**src/rtl/rst_seq_pkg.sv**
```systemverilog
// Shared types and defaults for the PLL-lock qualified reset sequencer.
package rst_seq_pkg;

  localparam int unsigned STATE_W                = 2;
  localparam int unsigned LOSS_CNT_W             = 8;
  localparam int unsigned LOCK_STABLE_CYCLES_DEF = 1024;
  localparam int unsigned RST_HOLD_CYCLES_DEF    = 16;

  typedef enum logic [STATE_W-1:0] {
    ST_WAIT_LOCK = 2'd0,
    ST_STABLE    = 2'd1,
    ST_HOLD      = 2'd2,
    ST_RUN       = 2'd3
  } state_e;

  function automatic int unsigned max_u(input int unsigned a, input int unsigned b);
    return (a > b) ? a : b;
  endfunction

endpackage

```
**src/rtl/sync_2ff.sv**
```systemverilog
// Two-flop synchronizer for a single asynchronous level; clears to 0 on reset.
module sync_2ff (
  input  logic clk,
  input  logic rst_n,
  input  logic d_i,
  output logic q_o
);

  logic meta_q;
  logic sync_q;

  always_ff @(posedge clk or negedge rst_n) begin
    if (!rst_n) begin
      meta_q <= 1'b0;
      sync_q <= 1'b0;
    end else begin
      meta_q <= d_i;
      sync_q <= meta_q;
    end
  end

  assign q_o = sync_q;

endmodule

```
**src/rtl/rst_seq.sv**
```systemverilog
// Core reset sequencer: qualifies PLL lock, holds core reset, then releases it
// and tracks lock losses.
module rst_seq
  import rst_seq_pkg::*;
#(
  parameter int unsigned LOCK_STABLE_CYCLES = LOCK_STABLE_CYCLES_DEF,
  parameter int unsigned RST_HOLD_CYCLES    = RST_HOLD_CYCLES_DEF
) (
  input  logic                  clk,
  input  logic                  rst_n,
  input  logic                  pll_lock,
  input  logic                  soft_rst_req,
  output logic                  core_rst_n,
  output logic                  ready,
  output logic [STATE_W-1:0]    state_o,
  output logic [LOSS_CNT_W-1:0] lock_loss_cnt
);

  localparam int unsigned CNT_MAX = max_u(LOCK_STABLE_CYCLES, RST_HOLD_CYCLES);
  localparam int unsigned CNT_W   = $clog2(CNT_MAX);
  localparam logic [CNT_W-1:0] STABLE_LAST = CNT_W'(LOCK_STABLE_CYCLES - 1);
  localparam logic [CNT_W-1:0] HOLD_LAST   = CNT_W'(RST_HOLD_CYCLES - 1);

  logic                  lock_s;
  state_e                state_q, state_d;
  logic [CNT_W-1:0]      cnt_q, cnt_d;
  logic [LOSS_CNT_W-1:0] loss_q, loss_d;
  logic                  core_rst_n_q;
  logic                  lost;

  sync_2ff u_lock_sync (
    .clk   (clk),
    .rst_n (rst_n),
    .d_i   (pll_lock),
    .q_o   (lock_s)
  );

  // Next state: lock loss beats soft request, which beats counter expiry.
  always_comb begin
    state_d = state_q;
    cnt_d   = cnt_q;
    lost    = 1'b0;
    case (state_q)
      ST_WAIT_LOCK: begin
        if (lock_s) begin
          state_d = ST_STABLE;
          cnt_d   = '0;
        end
      end
      ST_STABLE: begin
        if (!lock_s) begin
          state_d = ST_WAIT_LOCK;
          cnt_d   = '0;
          lost    = 1'b1;
        end else if (cnt_q == STABLE_LAST) begin
          state_d = ST_HOLD;
          cnt_d   = '0;
        end else begin
          cnt_d = cnt_q + CNT_W'(1);
        end
      end
      ST_HOLD: begin
        if (!lock_s) begin
          state_d = ST_WAIT_LOCK;
          cnt_d   = '0;
          lost    = 1'b1;
        end else if (soft_rst_req) begin
          cnt_d = '0;
        end else if (cnt_q == HOLD_LAST) begin
          state_d = ST_RUN;
        end else begin
          cnt_d = cnt_q + CNT_W'(1);
        end
      end
      ST_RUN: begin
        if (!lock_s) begin
          state_d = ST_WAIT_LOCK;
          cnt_d   = '0;
          lost    = 1'b1;
        end else if (soft_rst_req) begin
          state_d = ST_HOLD;
          cnt_d   = '0;
        end
      end
      default: begin
        state_d = ST_WAIT_LOCK;
        cnt_d   = '0;
      end
    endcase
    loss_d = (lost && (loss_q != '1)) ? loss_q + LOSS_CNT_W'(1) : loss_q;
  end

  always_ff @(posedge clk or negedge rst_n) begin
    if (!rst_n) begin
      state_q      <= ST_WAIT_LOCK;
      cnt_q        <= '0;
      loss_q       <= '0;
      core_rst_n_q <= 1'b0;
    end else begin
      state_q      <= state_d;
      cnt_q        <= cnt_d;
      loss_q       <= loss_d;
      core_rst_n_q <= (state_d == ST_RUN);
    end
  end

  assign core_rst_n    = core_rst_n_q;
  assign ready         = core_rst_n_q;
  assign state_o       = state_q;
  assign lock_loss_cnt = loss_q;

endmodule

```
**config.mk**
```make
export PLATFORM = sky130hd
export DESIGN_NAME = rst_seq
export DESIGN_NICKNAME = d
export VERILOG_FILES = /design/src/rtl/rst_seq_pkg.sv /design/src/rtl/sync_2ff.sv /design/src/rtl/rst_seq.sv
export SDC_FILE = /design/constraint.sdc
export NUM_CORES = 1
export LEC_CHECK = 0
export ABC_AREA = 1
export BUFFER_PORTS_ARGS = -buffer_cell sky130_fd_sc_hd__buf_2
export CORE_ASPECT_RATIO = 1.1
export CORE_MARGIN = 2
export CORE_UTILIZATION = 55
export CTS_CLUSTER_SIZE = 14
export DETAILED_ROUTE_END_ITERATION = 12
export GPL_ROUTABILITY_DRIVEN = 0
export PLACE_DENSITY = 0.76
export SYNTH_ARGS = -nofsm -noshare
export SYNTH_HDL_FRONTEND = slang
export SYNTH_HIERARCHICAL = 1
export SYNTH_SLANG_ARGS = --single-unit
```
**constraint.sdc**
```tcl
create_clock -name clk -period 2.12 [get_ports clk]
set_clock_uncertainty 0.1 [all_clocks]
set_input_delay 0.53 -clock clk [delete_from_list [all_inputs] [get_ports clk]]
set_output_delay 0.53 -clock clk [all_outputs]
set_load 0.01 [all_outputs]
```
Word-level counts from Yosys, hierarchy flattened
Index checks and enable logic that the tools add are counted.
Word-level totals
  register bits: 23
  bits in latches: 0
  memory bits (writable): 0
  memory bits (read-only): 0
  input port bits: 4
  output and inout port bits: 12
  logic and storage cells: 42
  memories: 0
Operators by class
  add/sub/neg operators: 2
  $mul: 0
  divide/modulo/power cells: 0
  $lt $le $gt $ge: 0
  eq/ne operators: 10
  shift operators: 0
  multiplexer cells: 20
  bitwise logic cells: 0
  reduce and logical (&&, ||, !) cells: 4
Operator list (count)
  10-bit 2-to-1 mux: 8
  10-bit case mux with 4 select lines: 1
  2-bit 2-to-1 mux: 8
  10-bit by 1-bit adder with 10-bit output, second input constant: 1
  10-bit equality test, second input constant: 1
  10-bit by 4-bit equality test with 1-bit output, second input constant: 1
  8-bit by 1-bit adder with 8-bit output, second input constant: 1
  8-bit inequality test, second input constant: 1
  2-bit case mux with 4 select lines: 1
  2-bit equality test, second input constant: 3
  4-bit inequality test, second input constant: 1
  3-bit inequality test, second input constant: 1
  3-bit AND reduction: 1
  3-bit OR reduction: 1
  2-bit by 1-bit equality test with 1-bit output, second input constant: 1
  2-bit logical NOT: 1
  1-bit 2-to-1 mux: 2
  2-bit by 1-bit inequality test with 1-bit output, second input constant: 1
  1-bit logical AND: 1

Logic depth before layout (Yosys ltp)
Gate-level depths: netlist (run 1).
  word-level depth: 6
  mapped depth: 12
  gate-level depth less buffers: 11

Cells and area by module
Netlist (run 1), hierarchy kept.
Modules (own cells, without submodules)
  rst_seq: instances 1, cells an instance 162, area each 1283.7 µm², sequential area each 525.5 µm²
  sync_2ff: instances 1, cells an instance 2, area each 50.0 µm², sequential area each 50.0 µm²

Least setup slack after synthesis (run 1)
No wires, ideal clock.
  kind: reg-to-reg
  from: register state_q[0], in the netlist state_o[0]
  to: register cnt_q[5]
  library setup time: 120 ps
  arrival time: 1486 ps
  required time: 1900 ps
  slack: 414 ps
  cell stages (with the launch flop): 13
  buffers on the path: 1
  clock period less this slack: 1706 ps
  cells stage by stage: dfrtp_1 > inv_1 > ha_1 > nand2_1 > inv_1 > nand4_2 > nand2_4 > inv_4 > buf_6 > nand2_2 > nand2_1 > o211ai_1 > inv_1
On the way
  longest elaborated chain between the ends: 3
  elaborated cells on any way between the ends: 9
  those cells by class: 6 x eq/ne; 1 x mux; 2 x reduce/logical
Ends and longest elaborated chain
  start, declared: line rst_seq.sv:25  | state_e state_q, state_d;
  start signal, assigned: line rst_seq.sv:100  | state_q <= state_d;
  2-bit equality test or 2-bit logical NOT (tied branches): line rst_seq.sv:43  | case (state_q)
  4-bit inequality test (no source line), or another cell as far along
  3-bit AND reduction (no source line)
  end signal, assigned: line rst_seq.sv:101  | cnt_q <= cnt_d;
  end, declared: line rst_seq.sv:26  | logic [CNT_W-1:0] cnt_q, cnt_d;
Several ways; a longest one is shown, not always the timed one.
A chain may end at the register's enable or synchronous reset.

Worst setup path after layout (run 1)
  from: register state_q[1], in the netlist state_o[1]
  to: register loss_q[7], in the netlist lock_loss_cnt[7]
On the way
  longest elaborated chain between the ends: 4
  elaborated cells on any way between the ends: 6
  those cells by class: 3 x eq/ne; 1 x mux; 2 x reduce/logical
Ends and longest elaborated chain
  2-bit equality test or 2-bit by 1-bit equality test with 1-bit output (tied branches): line rst_seq.sv:43
  3-bit OR reduction (no source line) *
  1-bit 2-to-1 mux *
  1-bit logical AND *: line rst_seq.sv:90  | loss_d = (lost && (loss_q != '1)) ? loss_q + LOSS_CNT_W'(1) : loss_q;
  end signal, assigned: line rst_seq.sv:102  | loss_q <= loss_d;
  end, declared: line rst_seq.sv:27  | logic [LOSS_CNT_W-1:0] loss_q, loss_d;
Every way passes the cells marked *; elsewhere a longest branch is shown, timed or not.

==> results of run 1 <==
==> worst max-delay path by stage <==
stage and endpoint:
3_5_place_dp lock_loss_cnt[6]$_DFFE_PN0P_, 3_3_place_gp lock_loss_cnt[7]$_DFFE_PN0P_, 2_1_floorplan cnt_q[5]$_DFFE_PN0P_, 6_report lock_loss_cnt[7]$_DFFE_PN0P_, 5_1_grt lock_loss_cnt[6]$_DFFE_PN0P_, 4_1_cts lock_loss_cnt[7]$_DFFE_PN0P_
==> synth_stat cells <==
cell type	count	share of area (%)
a21oi_1	2	0.75
a21oi_2	2	1.3
a31oi_1	1	0.47
and3_1	1	0.47
buf_4	2	1.1
buf_6	1	0.84
dfrtp_1	23	43
ha_1	7	6.6
inv_1	25	7.0
inv_2	1	0.28
inv_4	1	0.47
mux2_2	1	0.84
nand2_1	38	11
nand2_2	2	0.94
nand2_4	1	0.84
nand3_1	19	7.1
nand4_1	3	1.4
nand4_2	1	0.94
nor2_1	10	2.8
nor2_2	1	0.47
nor2_4	1	0.84
nor3_1	1	0.37
nor3_2	1	0.75
o211ai_1	2	1.1
o21ai_0	10	3.8
o21ai_2	1	0.66
xnor2_1	4	2.6
xor2_1	2	1.3
==> power groups by stage <==
stage	sequential, mW	combinational, mW	clock (mW)
2_1_floorplan	0.622	0.295	0
3_3_place_gp	0.595	0.440	0
3_5_place_dp	0.601	0.444	0
4_1_cts	0.593	0.447	0.210
5_1_grt	0.605	0.512	0.228
6_report	0.592	0.445	0.197
==> kinds of logic (layout without fill, tap and decap cells) <==
| family | count (synthesis) | after routing | share of synthesized area [%] |
|---|---|---|---|
| AND/OR/NAND/NOR | 79 | 79 | 27.7 |
| buffers and inverters | 30 | 46 | 9.76 |
| flip-flops | 23 | 23 | 43.2 |
| AO/OA/AOI/OAI | 18 | 18 | 8.07 |
| adder cells (fa/ha/maj) | 7 | 7 | 6.57 |
| XOR/XNOR | 6 | 6 | 3.94 |
| multiplexers | 1 | 1 | 0.844 |
==> flip-flops by register name, summed over array words and instances, names as in the netlist <==
signal	count
cnt_q	10
core_rst_n	1
lock_loss_cnt	8
state_o	2
u_lock_sync/meta_q	1
u_lock_sync/q_o	1
==> area by class of cell <==
class	count	area share, %
Sequential cell	23	39.8
Multi-Input combinational cell	111	43.4
Inverter	27	7.18
Timing Repair Buffer	15	5.19
Clock buffer	4	1.82
Tap cell	30	2.60
==> routing by layer <==
layer	routed length (um)	vias to the layer above
li1	-	558
met1	1030	518
met2	1250	19
met3	76	5
met4	44	0
met5	0	-
==> results.json, run 1 <==
{
  "status": "finished clean",
  "start_util_pct": 58.6,
  "r2r_slack_ns": 0.30,
  "drtIter0Drc": 17,
  "dp_cells": 206,
  "syn_nets": 175,
  "drc": 0,
  "critical_path.slowest_cell": "dfrtp_1",
  "cp.required_ns": 2.22,
  "nFillCells": 213,
  "dpl_cell_area_sq_um": 1420,
  "cts.clk_slew.worst_paths_ns": 0.12,
  "total_power_mw": 1.23,
  "cp_top_family": "simple AND/OR/NAND/NOR gates",
  "dp_slack_ns": 0.334,
  "drv_cap": 0,
  "ys_warn_count": 6,
  "ff2ff_path_depth": 7,
  "grt-ovfl-total": 0,
  "cts_resized": 0,
  "htree_levels": 1,
  "wl_per_cell_um": 11.4,
  "ant_nets": 0,
  "rows": 18,
  "slowest_delay_ns": 0.45,
  "dr.pass1.iters": 4,
  "grt_max_degree": 24,
  "io_pins": 16,
  "clkSinkCount": 23,
  "antenna_found_initial": 0,
  "die_w_um": 51.0,
  "p_leak_nw": 0.771,
  "nets": 192,
  "hold_viol_final": 0,
  "clockRootBuffer": "clkbuf_4",
  "cp_num_cells": 7,
  "rsz0062_at_grt": "false",
  "grt.met3_usage_pct": 3.23,
  "layout_common_cells": "nand2_1, inv_1, dfrtp_1, nand3_1, buf_2",
  "yosysSeqAreaShare_pct": 43.2,
  "seq_area_sq_um": 576,
  "cts_hold_buf": 0,
  "p_switching_uw": 473,
  "insertedDiodeCount": 0,
  "timing.final.max_slew_violations": 0,
  "min_period_ns": 1.82,
  "synthCells": 164,
  "setup_violations": 0,
  "final_cells": 210,
  "grt_pass1_vias": 1063,
  "powerDensity_nw_per_um2": 853,
  "grt_pass1_wl_um": 4420,
  "numCtsBuffers": 3,
  "drive_gt1_share_pct": 17.2,
  "period_share_pct": 85.9,
  "p_clk_share_pct": 15.9,
  "insertion_delay_ns": 0.31,
  "vias_per_cell": 5.24,
  "crit-reg2reg-launch": "state_o[1]$_DFF_PN0_",
  "arrival_ns": 1.92,
  "setup_tns_ns": 0,
  "grt_usage_pct": 20.4,
  "port_buffers": 15,
  "syn_avg_cell_area_sq_um": 8.13,
  "crit_path_start_kind": "flop",
  "timing.fmax_mhz": 549,
  "cts_tree": "yes",
  "area_growth_syn_to_layout_pct": 8.44,
  "busiest_layer": "met2",
  "finalInstanceArea_sq_um": 1450,
  "hp-class": "input pin to async pin",
  "ir_drop_mv": 0.641,
  "die_area_sq_um": 2840,
  "cp_max_fo": 6,
  "ys_seq_elements": 23,
  "cts_setup_buffers": 0,
  "path_cells": "inv_1 -> ha_1 -> inv_1 -> nand3_1 -> nor2_1 -> nand2_1 -> xnor2_1",
  "clockBufferDepth": 2,
  "end_kind": "flop",
  "hpwlAfterDp_um": 1850,
  "worst-path-buf-inv": 2,
  "seqPwrFrac_pct": 48.0,
  "worst_slack_ns": 0.300,
  "whs_ns": 0.0555,
  "multi_input_area_sq_um": 628,
  "groute.layer.met2.usage_pct": 36.2,
  "synth_cell_types": 28,
  "swShare_pct": 38.3,
  "design.core.area_sq_um": 2270,
  "startpoint": "state_o[1]$_DFF_PN0_",
  "synth_area_sq_um": 1330,
  "post-route-util_pct": 63.6,
  "num_vias": 1100,
  "max_slew_margin_pct": 67.7,
  "power.internal_uw": 762,
  "p_comb_share_pct": 36.1,
  "crit_type": "flop to flop",
  "final_common_cell": "nand2_1",
  "tightest_slew_ns": 0.484,
  "use_met1_pct": 24.2,
  "die_h_um": 55.7,
  "timing.critical_path.mode_cell": "inv_1",
  "wl_um": 2400,
  "r2r-end": "lock_loss_cnt[7]$_DFFE_PN0P_"
}
No activity file was read; power rests on OpenSTA's default activity.
==> inputs of run 2 (changes only) <==
--- a/config.mk
+++ b/config.mk
@@ -5,7 +5,6 @@
 export SDC_FILE = /design/constraint.sdc
 export NUM_CORES = 1
 export LEC_CHECK = 0
-export ABC_AREA = 1
 export BUFFER_PORTS_ARGS = -buffer_cell sky130_fd_sc_hd__buf_2
 export CORE_ASPECT_RATIO = 1.1
 export CORE_MARGIN = 2
==> run 2 against run 1 <==
The flow now finishes with violations (setup timing). Combinational power grew 6.5%. Utilization increased by 6.2 points. Clock power up 7%. Critical path depth is the same. Worst setup slack lost 0.47 ns. Via count increased by 1.3%. Worst hold slack improved by 0.0072 ns. Wire length increased by 16%. Count of clock-buffer cells in the layout fell by 1.
==> results.json, run 2 <==
{
  "grt_pass1_vias": 1081,
  "synthTopCellsByArea": "dfrtp_1, ha_1, o21ai_0",
  "clockRootBuffer": "clkbuf_4",
  "drtIter0Drc": 29,
  "io_pins": 16,
  "rows": 18,
  "timing.fmax_mhz": 437,
  "dr.pass1.iters": 4,
  "htree_levels": 1,
  "port_buffers": 15,
  "p_leak_nw": 0.737,
  "hold_viol_final": 0,
  "setup_violations": 12,
  "tightest_slew_ns": 0.513,
  "grt_pass1_wl_um": 4550,
  "wl_per_cell_um": 14.6,
  "grt-ovfl-total": 0,
  "largest_reg_flops": 10,
  "synth_cell_types": 43,
  "yosysTopAreaCell": "dfrtp_1",
  "yosysSeqAreaShare_pct": 45.1,
  "worst_slack_ns": -0.166,
  "start_util_pct": 57.2,
  "final_common_cell": "dfrtp_1",
  "synth.top_cell.area_share_pct": 45.1,
  "hp-class": "input pin to async pin",
  "numCtsBuffers": 3,
  "rsz0062_at_grt": "true",
  "design.core.area_sq_um": 2230,
  "drv_cap": 0,
  "arrival_ns": 2.41,
  "crit_type": "flop to flop",
  "hpwlAfterDp_um": 2070,
  "clockBufferDepth": 2,
  "r2r_slack_ns": -0.17,
  "cp_max_fo": 5,
  "largest_register": "cnt_q",
  "cts_tree": "yes",
  "ir_drop_mv": 0.709,
  "die_area_sq_um": 2720,
  "cp.required_ns": 2.24,
  "synth_edf_count": 0,
  "wl_um": 2780,
  "grt_max_degree": 24,
  "status": "complete, but fails checks",
  "cts.clk_slew.worst_paths_ns": 0.13,
  "failed_checks": "setup timing",
  "synth_most_common_cell": "dfrtp_1",
  "syn_avg_cell_area_sq_um": 9.96,
  "antenna_found_initial": 0,
  "grt_usage_pct": 22.7,
  "ys_seq_elements": 23,
  "area_growth_syn_to_layout_pct": 22.0,
  "crit-reg2reg-launch": "state_o[0]$_DFF_PN0_",
  "timing.final.max_slew_violations": 0,
  "insertion_delay_ns": 0.31,
  "ys_top_cells_by_count": "dfrtp_1, nand2_1, nor2_1, o21ai_0, ha_1",
  "synth_area_sq_um": 1270,
  "nFillCells": 169,
  "crit_path_start_kind": "flop",
  "end_kind": "flop",
  "period_share_pct": 108,
  "async_reset_ff_share_pct": 100,
  "yosys_most_used_dff": "dfrtp_1",
  "num_vias": 1114,
  "vias_per_cell": 5.86,
  "synthCells": 128,
  "max_slew_margin_pct": 65.8,
  "layout_common_cells": "dfrtp_1, buf_4, buf_2, nand2_1, nor2_1",
  "drc": 0,
  "final_cells": 190,
  "insertedDiodeCount": 0,
  "ys_warn_count": 6,
  "drive_gt1_share_pct": 31.3,
  "ff2ff_path_depth": 7,
  "die_w_um": 49.9,
  "clkSinkCount": 23,
  "total_power_mw": 1.26,
  "dp_cells": 184,
  "syn_nets": 139,
  "die_h_um": 54.5,
  "ant_nets": 0,
  "r2r-end": "cnt_q[5]$_DFFE_PN0P_",
  "min_period_ns": 2.29,
  "nets": 172,
  "powerDensity_nw_per_um2": 811
}
==> run 2: cell types whose count changed in the layout (fill, tap and decap cells not counted), sizes merged, moves of 3 or more <==
cell | before | now
nand3 | 19 | 5
nand2 | 41 | 12
inv | 27 | 6
o31ai | 0 | 3
buf | 15 | 33
==> run 2: cell type report <==
class / count / area [sq um] / share of cell area (%)
flip-flops and latches: 23 / 577 / 37.1
clock buffers: 3 / 22.5 / 1.45
multi-input cells: 94 / 677 / 43.5
well taps: 30 / 37.5 / 2.41
repair buffers: 33 / 214 / 13.8
clock inverters: 1 / 5.00 / 0.322
inverters: 6 / 22.5 / 1.45
==> run 2: cells by family (layout without fill, tap and decap cells) <==
| kind of cell | after synthesis | count (layout) | synth area share (%) |
|---|---|---|---|
| AOI/OAI and AO/OA | 35 | 35 | 20.2 |
| xor gates and xnor gates | 5 | 5 | 3.44 |
| adders and majority gates | 7 | 7 | 6.87 |
| buffers and inverters | 11 | 43 | 4.81 |
| DFF | 23 | 23 | 45.1 |
| muxes | 1 | 1 | 0.883 |
| and+or+nand+nor | 46 | 46 | 18.6 |
==> run 2: worst max-delay path by stage <==
stage          depth (start not counted)                   end            startpoint  slack (ns)
3_3_place_gp                           6  cnt_q[5]$_DFFE_PN0P_          soft_rst_req       -0.21
6_report                               7  cnt_q[5]$_DFFE_PN0P_  state_o[0]$_DFF_PN0_       -0.17
5_1_grt                                7  cnt_q[5]$_DFFE_PN0P_  state_o[0]$_DFF_PN0_       -0.24
4_1_cts                                7  cnt_q[5]$_DFFE_PN0P_  state_o[0]$_DFF_PN0_       -0.17
2_1_floorplan                          7  cnt_q[5]$_DFFE_PN0P_  state_o[0]$_DFF_PN0_       -0.13
3_5_place_dp                           6  cnt_q[5]$_DFFE_PN0P_          soft_rst_req       -0.27
==> run 2: metal layers <==
layer  GRT usage, %  part of all wire (%)  wire, um
met5              0                     0         0
met4           12.0                   1.8        51
met3           3.28                   3.5        96
met2           42.7                    53      1470
met1           25.2                    42      1160
==> run 2: stage by stage <==
step                util, %  setup TNS (ns)  hold slack (ns)  setup WS [ns]  instance area (sq um)
floorplan                 -           -1.08            0.134         -0.127                   1300
global placement       66.9           -2.10            0.238         -0.212                   1490
detailed placement     66.9           -2.67            0.258         -0.272                   1490
CTS                    69.0           -1.40           0.0712         -0.171                   1540
global route           69.8           -2.40           0.0996         -0.244                   1560
finish                 69.8           -1.43           0.0627         -0.166                   1560
==> run 2: critical path: stages, from the launching register on <==
cell and delay [ns]:
dfrtp_2 0.43, inv_2 0.08, ha_4 0.13, or4b_1 0.43, or4_4 0.47, a31oi_4 0.20
nor2_1 0.11, a22o_2 0.24
==> run 2: where the power goes <==
group	internal, mW	switching (mW)	total (mW)
combinational	0.223	0.251	0.474
sequential	0.507	0.0695	0.577
clock	0.0706	0.140	0.211
==> run 2: repair_timing <==
item	4_1_cts	5_1_grt
buffers inserted	1	1
hold buffers	0	0
setup endpoints to repair	13	14
pin swaps	1	0
gates resized for setup	3	2
==> inputs of run 3 (changes only) <==
==> constraint.sdc (replaced) <==
create_clock -name clk -period 2.12 [get_ports clk]
set_clock_uncertainty 0.1 [all_clocks]
set_input_delay 0.53 -clock clk [delete_from_list [all_inputs] [get_ports clk]]
set_output_delay 0.53 -clock clk [all_outputs]
set_load 0.005 [all_outputs]
==> run 3 against run 2 <==
Global-route usage is 0.11 points lower. Wire length fell by 3.1%. Die area unchanged. Critical path depth did not move. The flow still finishes with violations (setup timing). Worst hold slack better by 0.0057 ns. First-iteration DRC count down 34%. Maximum frequency about the same.
==> results.json, run 3 (synthesis gave the netlist of run 2 again) <==
{
  "timing.final.max_slew_violations": 0,
  "crit_path_start_kind": "flop",
  "tightest_slew_ns": 0.516,
  "die_h_um": 54.5,
  "grt-ovfl-total": 0,
  "clockRootBuffer": "clkbuf_4",
  "critical_path.slowest_cell": "or4_4",
  "dr.pass1.iters": 4,
  "wl_per_cell_um": 14.1,
  "hp-class": "input pin to async pin",
  "groute.layer.met2.usage_pct": 42.0,
  "die_area_sq_um": 2720,
  "layout_common_cells": "dfrtp_1, buf_4, buf_2, nand2_1, nor2_1",
  "start_util_pct": 57.2,
  "path_cells": "inv_2 -> ha_4 -> or4b_4 -> or4_4 -> a31oi_4 -> or2_4 -> o21ai_1",
  "drc": 0,
  "status": "complete, but fails checks",
  "power.internal_uw": 815,
  "nets": 173,
  "grt_usage_pct": 22.5,
  "cts_hold_buf": 0,
  "clockBufferDepth": 2,
  "ir_drop_mv": 0.746,
  "slowest_delay_ns": 0.47,
  "cp.required_ns": 2.23,
  "crit_type": "flop to flop",
  "dp_cells": 185,
  "dpl_cell_area_sq_um": 1500,
  "design.core.area_sq_um": 2230,
  "drive_gt1_share_pct": 33.5,
  "num_vias": 1108,
  "max_slew_margin_pct": 65.6,
  "io_pins": 16,
  "swShare_pct": 35.6,
  "final_common_cell": "dfrtp_1",
  "finalInstanceArea_sq_um": 1600,
  "insertedDiodeCount": 0,
  "setup_violations": 13,
  "period_share_pct": 108,
  "final_cells": 191,
  "timing.fmax_mhz": 438,
  "cp_max_fo": 6,
  "busiest_layer": "met2",
  "grt_max_degree": 24,
  "insertion_delay_ns": 0.31,
  "use_met1_pct": 27.1,
  "die_w_um": 49.9,
  "grt.met3_usage_pct": 3.55,
  "grt_pass1_wl_um": 4560,
  "largest_reg_flops": 10,
  "total_power_mw": 1.26,
  "cts.clk_slew.worst_paths_ns": 0.13,
  "htree_levels": 1,
  "failed_checks": "setup timing",
  "arrival_ns": 2.40,
  "vias_per_cell": 5.80,
  "grt_pass1_vias": 1041,
  "largest_register": "cnt_q",
  "clkSinkCount": 23,
  "p_comb_share_pct": 38.4,
  "min_period_ns": 2.28,
  "wl_um": 2700,
  "cts_tree": "yes",
  "area_growth_syn_to_layout_pct": 25.6,
  "drv_cap": 0,
  "seqPwrFrac_pct": 45.3,
  "numCtsBuffers": 3,
  "ant_nets": 0,
  "hold_viol_final": 0,
  "rows": 18,
  "end_kind": "flop",
  "hpwlAfterDp_um": 1990,
  "p_leak_nw": 0.757,
  "drtIter0Drc": 19,
  "rsz0062_at_grt": "true",
  "p_switching_uw": 450,
  "powerDensity_nw_per_um2": 789,
  "worst_slack_ns": -0.165,
  "p_clk_share_pct": 16.3,
  "port_buffers": 15,
  "setup_tns_ns": -1.72,
  "antenna_found_initial": 0
}
run 3: cell count changes in the layout (fill, tap and decap cells not counted), sizes merged:
cell / delta
buf: +1
run 3: critical path: cells and delay by family (launching register included):
kind | cells | cell delay, ns
flops | 1 | 0.41
buf+inv | 1 | 0.08
simple gates | 3 | 1.15
fa+ha+maj | 1 | 0.13
compound gates | 2 | 0.33
run 3: metrics by stage:
stage | util (%) | hold slack, ns | setup WS (ns)
final | 71.8 | 0.0684 | -0.165
after detailed placement | 67.2 | 0.246 | -0.282
after floorplan | - | 0.134 | -0.115
after global placement | 67.2 | 0.240 | -0.212
after CTS | 69.8 | 0.0816 | -0.133
after global routing | 71.8 | 0.102 | -0.241
run 3: final timing paths:
path / start / endpoint / slack (ns) / cells past startpoint
setup reg to reg: state_o[0]$_DFF_PN0_ / cnt_q[2]$_DFFE_PN0P_ / -0.16 / 7
min in group clk: pll_lock / u_lock_sync/meta_q$_DFF_PN0_ / 0.21 / 1
max in group asynchronous: rst_n / state_o[1]$_DFF_PN0_ / 1.50 / 1
hold reg to reg: u_lock_sync/meta_q$_DFF_PN0_ / u_lock_sync/q_o$_DFF_PN0_ / 0.27 / 0
setup / recovery: state_o[0]$_DFF_PN0_ / cnt_q[2]$_DFFE_PN0P_ / -0.16 / 7
hold / removal: rst_n / cnt_q[3]$_DFFE_PN0P_ / 0.07 / 1
run 3: per-layer routing:
layer | wire length [um] | vias up
met5 | 0 | -
met1 | 1130 | 538
li1 | - | 533
met4 | 24 | 0
met2 | 1420 | 32
met3 | 116 | 5
run 3: area by class of cell:
type	count	area (sq um)
fillers	166	628
multi-input cells	94	709
inverters	6	22.5
flip-flops and latches	23	576
well taps	30	37.5
repair buffers	34	229
clock buffers	3	22.5
clock inverters	1	5.00
run 3: power groups by stage:
stage               sequential, mW  clock, mW  combinational (mW)
floorplan                    0.584          0               0.243
global placement             0.578          0               0.411
detailed placement           0.582          0               0.430
CTS                          0.573      0.210               0.449
global route                 0.586      0.225               0.542
finish                       0.573      0.206               0.485
run 3: timing repair:
action,CTS,global route
buffers inserted,1,1
pin swaps,4,2
endpoints found under the setup margin,13,13
gates cloned,0,0
gates resized for setup,7,7
